==> config.mk <==
export PLATFORM = sky130hd
export DESIGN_NAME = wb_cmd_master_flat
export DESIGN_NICKNAME = d
export VERILOG_FILES = /design/src/rtl/wb_cmd_master_if.sv /design/src/rtl/wb_cmd_master.sv /design/src/flat_wrapper.sv
export SDC_FILE = /design/constraint.sdc
export NUM_CORES = 1
export LEC_CHECK = 0
export CAP_MARGIN = 20
export CORE_ASPECT_RATIO = 1.4
export CORE_MARGIN = 1.5
export CORE_UTILIZATION = 30
export DETAILED_ROUTE_END_ITERATION = 10
export GPL_TIMING_DRIVEN = 1
export SETUP_SLACK_MARGIN = 0.2
export SYNTH_ARGS = -nofsm -noshare
export SYNTH_HDL_FRONTEND = slang
export SYNTH_SLANG_ARGS = --single-unit
==> constraint.sdc <==
create_clock -name wb_clk -period 1.7 [get_ports wb_clk]
set_input_delay 0.34 -clock wb_clk [delete_from_list [all_inputs] [get_ports wb_clk]]
set_output_delay 0.34 -clock wb_clk [all_outputs]
set_load 0.005 [all_outputs]
==> src/rtl/wb_cmd_master_if.sv <==
// ============================================================================
// wb_cmd_master_if : command/response stream plus Wishbone classic bus bundle
// Rev 1.0
// ============================================================================
`default_nettype none

interface wb_cmd_master_if #(
    parameter int ADR_W = 16
);
    logic             cmd_valid;
    logic             cmd_ready;
    logic             cmd_we;
    logic [ADR_W-1:0] cmd_adr;
    logic [31:0]      cmd_dat;
    logic             rsp_valid;
    logic             rsp_ready;
    logic [31:0]      rsp_dat;
    logic             rsp_err;
    logic             wb_cyc;
    logic             wb_stb;
    logic             wb_we;
    logic [ADR_W-1:0] wb_adr;
    logic [31:0]      wb_dat_o;
    logic [31:0]      wb_dat_i;
    logic             wb_ack;
    logic [15:0]      err_cnt;

    modport master (
        input  cmd_valid, cmd_we, cmd_adr, cmd_dat, rsp_ready, wb_dat_i, wb_ack,
        output cmd_ready, rsp_valid, rsp_dat, rsp_err,
        output wb_cyc, wb_stb, wb_we, wb_adr, wb_dat_o, err_cnt
    );

    modport slave (
        output cmd_valid, cmd_we, cmd_adr, cmd_dat, rsp_ready, wb_dat_i, wb_ack,
        input  cmd_ready, rsp_valid, rsp_dat, rsp_err,
        input  wb_cyc, wb_stb, wb_we, wb_adr, wb_dat_o, err_cnt
    );
endinterface

`default_nettype wire

==> src/rtl/wb_cmd_master.sv <==
// ============================================================================
// wb_cmd_master : valid/ready commands -> single Wishbone classic cycles
// Optional watchdog/err_cnt enabled by macro WBM_TIMEOUT_EN.   Rev 1.0
// ============================================================================
`default_nettype none

module wb_cmd_master #(
    parameter int ADR_W       = 16,
    parameter int TIMEOUT_CYC = 255
) (
    input  logic            wb_clk,
    input  logic            wb_rst_n,
    wb_cmd_master_if.master bus
);

    if (TIMEOUT_CYC < 2 || TIMEOUT_CYC > 65535) begin : g_bad_timeout
        $error("wb_cmd_master: TIMEOUT_CYC must be within 2..65535");
    end

    typedef enum logic [1:0] {
        ST_IDLE = 2'd0,
        ST_WAIT = 2'd1,
        ST_RESP = 2'd2
    } state_e;

    state_e           state_q, state_d;
    logic             ready_q, ready_d;
    logic             cyc_q, cyc_d;
    logic             we_q, we_d;
    logic [ADR_W-1:0] adr_q, adr_d;
    logic [31:0]      wdat_q, wdat_d;
    logic [31:0]      rdat_q, rdat_d;
    logic             err_q, err_d;
    logic             expire;

`ifdef WBM_TIMEOUT_EN
    localparam logic [15:0] WDOG_LAST = 16'(TIMEOUT_CYC - 1);

    logic [15:0] wdog_q, wdog_d;
    logic [15:0] err_cnt_q, err_cnt_d;

    assign expire = (wdog_q == WDOG_LAST);

    // Watchdog runs only in WAIT; an ack on the expiry edge suppresses the timeout.
    always_comb begin
        wdog_d    = wdog_q;
        err_cnt_d = err_cnt_q;
        if (state_q == ST_WAIT) begin
            if (!bus.wb_ack) begin
                if (expire) begin
                    if (err_cnt_q != 16'hFFFF) begin
                        err_cnt_d = err_cnt_q + 16'd1;
                    end
                end else begin
                    wdog_d = wdog_q + 16'd1;
                end
            end
        end else begin
            wdog_d = '0;
        end
    end

    always_ff @(posedge wb_clk) begin
        if (!wb_rst_n) begin
            wdog_q    <= '0;
            err_cnt_q <= '0;
        end else begin
            wdog_q    <= wdog_d;
            err_cnt_q <= err_cnt_d;
        end
    end

    assign bus.err_cnt = err_cnt_q;
`else
    assign expire      = 1'b0;
    assign bus.err_cnt = '0;
`endif

    always_comb begin
        state_d = state_q;
        cyc_d   = cyc_q;
        we_d    = we_q;
        adr_d   = adr_q;
        wdat_d  = wdat_q;
        rdat_d  = rdat_q;
        err_d   = err_q;
        unique case (state_q)
            ST_IDLE: begin
                if (bus.cmd_valid && ready_q) begin
                    we_d    = bus.cmd_we;
                    adr_d   = bus.cmd_adr;
                    wdat_d  = bus.cmd_dat;
                    cyc_d   = 1'b1;
                    state_d = ST_WAIT;
                end
            end
            ST_WAIT: begin
                if (bus.wb_ack) begin
                    cyc_d   = 1'b0;
                    rdat_d  = we_q ? 32'd0 : bus.wb_dat_i;
                    err_d   = 1'b0;
                    state_d = ST_RESP;
                end else if (expire) begin
                    cyc_d   = 1'b0;
                    rdat_d  = 32'hFFFF_FFFF;
                    err_d   = 1'b1;
                    state_d = ST_RESP;
                end
            end
            ST_RESP: begin
                if (bus.rsp_ready) begin
                    state_d = ST_IDLE;
                end
            end
            default: state_d = ST_IDLE;
        endcase
        // Registered so that ready stays low while reset is asserted.
        ready_d = (state_d == ST_IDLE);
    end

    always_ff @(posedge wb_clk) begin
        if (!wb_rst_n) begin
            state_q <= ST_IDLE;
            ready_q <= 1'b0;
            cyc_q   <= 1'b0;
            we_q    <= 1'b0;
            adr_q   <= '0;
            wdat_q  <= '0;
            rdat_q  <= '0;
            err_q   <= 1'b0;
        end else begin
            state_q <= state_d;
            ready_q <= ready_d;
            cyc_q   <= cyc_d;
            we_q    <= we_d;
            adr_q   <= adr_d;
            wdat_q  <= wdat_d;
            rdat_q  <= rdat_d;
            err_q   <= err_d;
        end
    end

    assign bus.cmd_ready = ready_q;
    assign bus.rsp_valid = (state_q == ST_RESP);
    assign bus.rsp_dat   = rdat_q;
    assign bus.rsp_err   = err_q;
    assign bus.wb_cyc    = cyc_q;
    assign bus.wb_stb    = cyc_q;
    assign bus.wb_we     = we_q;
    assign bus.wb_adr    = adr_q;
    assign bus.wb_dat_o  = wdat_q;

endmodule

`default_nettype wire

==> src/flat_wrapper.sv <==
// flat-port wrapper written by rule: the top's interface ports become plain ports
module wb_cmd_master_flat 
#(
    parameter int ADR_W       = 16,
    parameter int TIMEOUT_CYC = 255
)
  (wb_clk, wb_rst_n, bus_cmd_valid, bus_cmd_we, bus_cmd_adr, bus_cmd_dat, bus_rsp_ready, bus_wb_dat_i, bus_wb_ack, bus_cmd_ready, bus_rsp_valid, bus_rsp_dat, bus_rsp_err, bus_wb_cyc, bus_wb_stb, bus_wb_we, bus_wb_adr, bus_wb_dat_o, bus_err_cnt);
  wb_cmd_master_if #(.ADR_W(ADR_W)) bus_i ();
  input  logic wb_clk;
  input  logic wb_rst_n;
  input wire logic [$bits(bus_i.cmd_valid)-1:0] bus_cmd_valid;
  input wire logic [$bits(bus_i.cmd_we)-1:0] bus_cmd_we;
  input wire logic [$bits(bus_i.cmd_adr)-1:0] bus_cmd_adr;
  input wire logic [$bits(bus_i.cmd_dat)-1:0] bus_cmd_dat;
  input wire logic [$bits(bus_i.rsp_ready)-1:0] bus_rsp_ready;
  input wire logic [$bits(bus_i.wb_dat_i)-1:0] bus_wb_dat_i;
  input wire logic [$bits(bus_i.wb_ack)-1:0] bus_wb_ack;
  output wire logic [$bits(bus_i.cmd_ready)-1:0] bus_cmd_ready;
  output wire logic [$bits(bus_i.rsp_valid)-1:0] bus_rsp_valid;
  output wire logic [$bits(bus_i.rsp_dat)-1:0] bus_rsp_dat;
  output wire logic [$bits(bus_i.rsp_err)-1:0] bus_rsp_err;
  output wire logic [$bits(bus_i.wb_cyc)-1:0] bus_wb_cyc;
  output wire logic [$bits(bus_i.wb_stb)-1:0] bus_wb_stb;
  output wire logic [$bits(bus_i.wb_we)-1:0] bus_wb_we;
  output wire logic [$bits(bus_i.wb_adr)-1:0] bus_wb_adr;
  output wire logic [$bits(bus_i.wb_dat_o)-1:0] bus_wb_dat_o;
  output wire logic [$bits(bus_i.err_cnt)-1:0] bus_err_cnt;
  assign bus_i.cmd_valid = bus_cmd_valid;
  assign bus_i.cmd_we = bus_cmd_we;
  assign bus_i.cmd_adr = bus_cmd_adr;
  assign bus_i.cmd_dat = bus_cmd_dat;
  assign bus_i.rsp_ready = bus_rsp_ready;
  assign bus_i.wb_dat_i = bus_wb_dat_i;
  assign bus_i.wb_ack = bus_wb_ack;
  assign bus_cmd_ready = bus_i.cmd_ready;
  assign bus_rsp_valid = bus_i.rsp_valid;
  assign bus_rsp_dat = bus_i.rsp_dat;
  assign bus_rsp_err = bus_i.rsp_err;
  assign bus_wb_cyc = bus_i.wb_cyc;
  assign bus_wb_stb = bus_i.wb_stb;
  assign bus_wb_we = bus_i.wb_we;
  assign bus_wb_adr = bus_i.wb_adr;
  assign bus_wb_dat_o = bus_i.wb_dat_o;
  assign bus_err_cnt = bus_i.err_cnt;
  wb_cmd_master #(.ADR_W(ADR_W), .TIMEOUT_CYC(TIMEOUT_CYC)) u_core (.wb_clk(wb_clk), .wb_rst_n(wb_rst_n), .bus(bus_i));
endmodule
== After elaboration in Yosys (flattened, before gate mapping) ==
Cells that the tools add are included.
Operators by class
  $add $sub $neg: 0
  multiply operators: 0
  divide/modulo/power cells: 0
  $lt $le $gt $ge: 0
  equal/unequal tests: 4
  shifts and indexed selects: 0
  multiplexer cells: 8
  bitwise gates (word level): 0
  reductions and logical operators: 7
Operators by type and width (count)
  2-to-1 mux 32 bit: 1
  2-to-1 mux 2 bit: 3
  case mux 2 bit (3 select lines): 1
  logical NOT 2 bit: 2
  AND reduction 2 bit: 2
  AND reduction 3 bit: 1
  == test 2 x 1 -> 1 bit, second input constant: 1
  == test 2 bit, second input constant: 1
  2-to-1 mux 1 bit: 2
  != test 2 x 1 -> 1 bit, second input constant: 1
  != test 2 bit, second input constant: 1
  case mux 1 bit (2 select lines): 1
  nonzero test 2 bit: 1
  logical AND 1 bit: 1
Word-level totals
  flip-flop bits (word level): 85
  latch bits: 0
  memory bits (writable): 0
  ROM bits: 0
  input port bits: 86
  output and inout bits: 102
  logic and storage cells: 26
  memories kept: 0

== Logic depth before layout (Yosys ltp) ==
Gate-level depths: netlist of the first run.
  word-level depth: 4
  gate-level depth with buffers: 5
  depth with buffers taken out: 2

== Worst setup path before layout of the first run ==
No wires, ideal clock.
  path kind: register to register
  start: register u_core.state_q[1]
  end: register u_core.state_q[0]
  library setup time: 0.115 ns
  arrival time: 1.039 ns
  data required time: 1.585 ns
  path slack: 0.547 ns
  cell stages (with the launch flop): 5
  buffers on the path: 2
  period minus slack after synthesis: 1.153 ns
  cells stage by stage: dfxtp_1 -> and4bb_2 -> buf_6 -> buf_6 -> o21a_1
Between the ends
  longest elaborated chain between the ends: 2
Ends and longest elaborated chain
  start: declaration: line wb_cmd_master.sv:26  | state_e state_q, state_d;
  start signal: assignment: line wb_cmd_master.sv:132  | state_q <= state_d;
  == test 2 bit, or another cell as far along: line wb_cmd_master.sv:87  | unique case (state_q)
  case mux 2 bit (3 select lines) *: line wb_cmd_master.sv:87
Every way passes the cells marked *; elsewhere a longest branch is shown, timed or not.
A chain may end at the register's enable or synchronous reset.

== Worst setup path in the final report of the first run ==
  start: register u_core.state_q[1]
  end: output port bus_rsp_valid
Between the ends
  longest elaborated chain between the ends: 1
Ends and longest elaborated chain
  == test 2 bit: line wb_cmd_master.sv:144  | assign bus.rsp_valid = (state_q == ST_RESP);
  end: declaration: line flat_wrapper.sv:19  | output wire logic [$bits(bus_i.rsp_valid)-1:0] bus_rsp_valid;
No other way between the ends.

==> results of run 1 <==
## registers in the layout, indices dropped and copies added (netlist names)
register and count:
u_core.bus.rsp_dat 32, u_core.bus.wb_dat_o 32, u_core.bus.wb_adr 16, u_core.state_q 2, u_core.bus.cmd_ready 1, u_core.bus.wb_cyc 1, u_core.bus.wb_we 1
## per-layer routing
metal	vias up	routed length [µm]	track usage
met5	-	0	0
met1	1399	3731	0.1535
li1	1552	-	-
met4	0	197	0.06361
met2	110	4989	0.2751
met3	12	745	0.05045
## worst max-delay path, delay by kind of cell, from the launching register on
kind | cells | cell delay (ps)
flip-flops | 1 | 360
buffers and inverters | 1 | 260
AND/OR/NAND/NOR | 1 | 130
## metrics by stage
step                      hold slack [ps]  instance area [µm²]  setup slack (ps)  utilization  total power [mW]
final                               414.6                 5650             280.8       0.4757             4.886
after global routing                422.1                 5650             206.2       0.4757             5.092
after CTS                           406.6                 5650             255.5       0.4757             4.965
after detailed placement            446.8                 5443             41.07       0.4582             2.952
after global placement              441.2                 5443             89.11       0.4582             2.940
after floorplan                     451.1                 3727             546.8            -             2.526
## final cells by class
class	count	share of cell area
Tap cell	147	0.03255
Multi-Input combinational cell	271	0.2996
Sequential cell	85	0.3023
Timing Repair Buffer	182	0.3111
Clock buffer	11	0.04119
Clock inverter	5	0.01329
## cells by family after synthesis
logic type	Yosys count
AND/OR/NAND/NOR	170
flip-flops	85
multiplexers	81
buffers and inverters	50
AO/OA/AOI/OAI	3
other	1
## worst max-delay path by stage
stage | start | to | slack [ps] | cells past startpoint
after global routing | u_core.state_q[1]$_SDFF_PN0_ | bus_rsp_valid | 210 | 2
after detailed placement | bus_cmd_valid | u_core.bus.wb_adr[5]$_SDFFE_PN0P_ | 40 | 4
after CTS | u_core.state_q[1]$_SDFF_PN0_ | bus_rsp_valid | 260 | 2
after floorplan | u_core.state_q[1]$_SDFF_PN0_ | u_core.state_q[0]$_SDFF_PN0_ | 550 | 4
after global placement | bus_cmd_valid | u_core.bus.wb_adr[5]$_SDFFE_PN0P_ | 90 | 4
final | u_core.state_q[1]$_SDFF_PN0_ | bus_rsp_valid | 280 | 2
## what timing repair did
action | CTS | global route
gates resized for setup | 90 | 0
setup buffers | 0 | 0
setup endpoints to repair | 85 | 0
## cells in the final DEF, fill, tap and decap left out, types with 5 or more instances in the layout
| cell | count |
|---|---|
| buf_4 | 7 |
| nand2_1 | 131 |
| clkbuf_16 | 9 |
| dfxtp_2 | 5 |
| mux2i_1 | 81 |
| clkdlybuf4s50_1 | 84 |
| dlygate4sd2_1 | 85 |
| conb_1 | 17 |
| nand3b_1 | 32 |
| buf_12 | 6 |
| dfxtp_1 | 80 |
## report_power, final
| group | switching (mW) | internal, mW | total (mW) |
|---|---|---|---|
| registers | 0.0469 | 2.09 | 2.13 |
| logic | 0.281 | 0.419 | 0.700 |
| clock network | 0.772 | 1.28 | 2.05 |
| total | 1.10 | 3.79 | 4.89 |
==> results.yml, run 1 <==
outcome:
  status: "complete, no violations"
synth:
  avgSynthCellArea_um2: 9.403
  synth_top_family_by_area: "multiplexers"
  seq_area_frac_synth: 0.4640
  synth-adder-area-share: 0
  synth-compound-area-share: 0.006482
  async_flop_share: 0
  synthTopCellsByArea: "dfxtp_1 46%, mux2i_1 22%, nand2_1 13%"
  synth_top_cells_by_count: "131 x nand2_1, 85 x dfxtp_1, 81 x mux2i_1, 32 x nand3b_1, 21 x buf_4"
  netlist_area_um2: 3667
  synth_top_area_frac: 0.4640
  yosysMostFrequentCell: "nand2_1"
  syn_inst: 390
  yosys.area_share.xor_xnor: 0
  synth.mux.area_fraction: 0.2211
  yosysUniqueCellTypes: 16
  yosysWarningCount: 0
  synth_edf_count: 0
  yosysTopAreaCell: "dfxtp_1"
  ys_ff_latch: 85
  yosys.area_share.simple: 0.2153
  yosys_most_used_dff: "dfxtp_1"
setup_path:
  crit_fanout: 6
  startpoint_type: "register"
  reg2reg_from: "u_core.state_q[1]$_SDFF_PN0_"
  rr_worst_depth: 3
  r2r_setup_slack_ps: 430
  crit_type: "register to output pin"
  r2r-end: "u_core.bus.wb_adr[5]$_SDFFE_PN0P_"
  end_kind: "output pin"
  critPathMaxStageDelay_ps: 360
  slowest_stage: "dfxtp_2"
  critPathRequiredTime_ps: 1360
  worst_ep_arrival_time_ps: 1080
  worstPathCellList: "nor2b_1 -> dlygate4sd2_1"
timing:
  finClkSkew_ps: 3.060
  setup_tns_ps: 0
  finalSetupViolations: 0
  min_period_ps: 1419
  fmax_mhz: 704.6
  slew_viol_final: 0
  hold_viol_final: 0
  grt_setup_unrepaired: "false"
  layout_worst_path_cycle_share: 0.8348
clock_network:
  cts_tree: "yes"
  cts_root_buf: "clkbuf_16"
  path_clk_slew_ps: 60
  postCtsHoldBufs: 0
  clock_latency_ps: 340
  clock_sinks: 85
  cts_inserted_buffers: 9
  htreeDepth: 3
  clockBufferDepth: 2
hold_path:
  worstHoldStart: "wb_rst_n"
  worstHoldPathCells: 3
  hp-class: "primary input to register"
  holdPathEnd: "u_core.bus.rsp_dat[22]$_SDFFE_PN0P_"
final_layout:
  area_growth_pct: 54.08
  nFillCells: 1187
  fin_nets: 635
  fin_cells: 701
  seqCellArea_um2: 1708
  post_route_cells_drive_above_1_share: 0.06137
  num_antenna_cells: 0
  multiInputGateArea_um2: 1693
grt:
  track_usage: 0.1515
  grt_max_degree: 46
  grt_pass1_wl_um: 14870
  grt_pass1_vias: 3157
  antenna_found_initial: 0
  grt_remaining_overflow: 0
die:
  die_x_um: 96.44
  die_h_um: 133.8
  die_area_um2: 12910
  coreArea_um2: 11880
  rows: 47
  initial_core_util: 0.3087
  io_pins: 188
run:
  drv_cap: 0
place:
  dpl.cell_count: 685
  dp_hpwl_um: 7142
  port_buffers: 170
  gp_congestion: 0.7120
drt:
  drt_pass1_iterations: 4
  drc: 0
  vias: 3073
  vias_per_cell: 4.384
  ant_nets: 0
  routed_wl_um: 9664
  wl_per_cell_um: 13.79
  drt-initial-drc-count: 56
pwr:
  power_density_nw_per_um2: 864.6
  power.leakage_nw: 2.487
  peakVddDrop_uv: 443.8
Power figures use the tool's default switching activity.
==> inputs of run 2 (changes only) <==
PLACE_DENSITY = 0.66   (was not set)
clock period = 1.2 ns   (was 1.7 ns; I/O delays follow)
==> results.yml, run 2 (synthesis gave the netlist of run 1 again) <==
grt:
  grt_remaining_overflow: 0
  track_usage: 0.1494
  grt_pass1_vias: 3135
  grt_pass1_wl_um: 14840
  antenna_found_initial: 0
  grt_max_degree: 39
setup_path:
  critPathMaxStageDelay_ps: 340
  worst_ep_arrival_time_ps: 1040
  crit_type: "register to output pin"
  end_kind: "output pin"
  worstPathCellList: "nor2b_2 -> clkdlybuf4s15_2"
  crit_fanout: 3
  slowest_stage: "dfxtp_2"
  startpoint_type: "register"
  critPathRequiredTime_ps: 960
timing:
  timing.final.ws_setup_ps: -81.19
  min_period_ps: 1281
  finalSetupViolations: 66
  layout_worst_path_cycle_share: 1.068
  hold_viol_final: 0
  grt_setup_unrepaired: "true"
  hold_slack_ps: 307.9
  slew_viol_final: 0
  finClkSkew_ps: 7.690
  fmax_mhz: 780.5
outcome:
  violations: "negative setup slack"
  status: "complete, but fails checks"
place:
  port_buffers: 170
  placed_cell_area_um2: 5475
  dpl.cell_count: 689
  dp_worst_setup_slack_ps: -343.3
  dp_hpwl_um: 7094
  gp_congestion: 0.7249
drt:
  vias: 3253
  vias_per_cell: 4.462
  drt-initial-drc-count: 71
  ant_nets: 0
  routed_wl_um: 10430
  wl_per_cell_um: 14.30
  drt_pass1_iterations: 4
  drc: 0
pwr:
  peakVddDrop_uv: 799.4
  power.leakage_nw: 2.547
  power_mw: 7.412
  power_density_nw_per_um2: 1209
die:
  die_x_um: 96.44
  die_h_um: 133.8
  initial_core_util: 0.3087
  die_area_um2: 12910
  io_pins: 188
  coreArea_um2: 11880
  rows: 47
clock_network:
  htreeDepth: 3
  cts_tree: "yes"
  clock_sinks: 85
  cts_inserted_buffers: 9
  clockBufferDepth: 2
  path_clk_slew_ps: 60
  postCtsHoldBufs: 0
  cts_root_buf: "clkbuf_16"
  clock_latency_ps: 330
final_layout:
  post_route_cells_drive_above_1_share: 0.3952
  layout_common_cells: "131 x nand2_1, 84 x clkdlybuf4s50_1, 83 x dfxtp_2"
  num_antenna_cells: 0
  fin_area_um2: 6132
  fin_nets: 663
  fin_cells: 729
  final_common_cell: "nand2_1"
  area_growth_pct: 67.21
run:
  drv_cap: 0
hold_path:
  hp-class: "primary input to register"
run 2: cell types whose count changed in the layout (fill, tap and decap cells not counted), moves of 2 or more:
cell	change
dlygate4sd2_1	-85
dfxtp_1	-79
dfxtp_2	+78
buf_6	+55
buf_2	+33
buf_4	+17
clkbuf_16	+3
buf_12	+2
clkdlybuf4s15_2	+2
clkinv_2	-2
run 2: final timing paths:
path | from | endpoint | slack [ps] | cells past startpoint
worst max register to register | u_core.state_q[1]$_SDFF_PN0_ | u_core.bus.rsp_dat[13]$_SDFFE_PN0P_ | -80 | 5
worst min-delay path | wb_rst_n | u_core.bus.wb_cyc$_SDFFE_PN0P_ | 310 | 3
worst min register to register | u_core.bus.wb_dat_o[9]$_SDFFE_PN0P_ | u_core.bus.wb_dat_o[9]$_SDFFE_PN0P_ | 450 | 2
worst max-delay path | u_core.state_q[1]$_SDFF_PN0_ | bus_rsp_valid | -80 | 2
run 2: critical path: cells and delay by family, from the launching register on:
kind	cells	cell delay [ps]
AND/OR/NAND/NOR	1	160
flip-flops	1	340
buffers and inverters	1	210
run 2: area by class of cell:
class                   instances  area [µm²]
fillers                      1071        5747
repair buffers                210        2078
flip-flops and latches         85        1809
multi-input cells             271        1719
clock buffers                  12       246.5
well taps                     147       183.9
clock inverters                 4       95.09
run 2: what timing repair did:
action / CTS / global route
pin swaps: 0 / 2
gates cloned: 0 / 4
setup buffers: 12 / 8
gates resized for setup: 449 / 31
endpoints found under the setup margin: 170 / 170
run 2: stage by stage:
stage / util / TNS (ps)
2_1_floorplan: - / 0
3_3_place_gp: 0.4609 / -21170
3_5_place_dp: 0.4609 / -23120
4_1_cts: 0.4861 / -2628
5_1_grt: 0.5162 / -6726
6_report: 0.5162 / -2688
run 2: routing by layer:
layer	global-route usage	routed length, µm	share of wire
met4	0.06844	153	0.015
met3	0.03741	706	0.068
met2	0.2688	5630	0.54
met5	0	0	0
met1	0.1587	3937	0.38
run 2: where the power goes:
| part | internal [mW] | total, mW | switching, mW |
|---|---|---|---|
| registers | 2.98 | 3.07 | 0.0871 |
| logic | 0.732 | 1.16 | 0.432 |
| clock network | 2.09 | 3.18 | 1.09 |
| total | 5.80 | 7.41 | 1.61 |
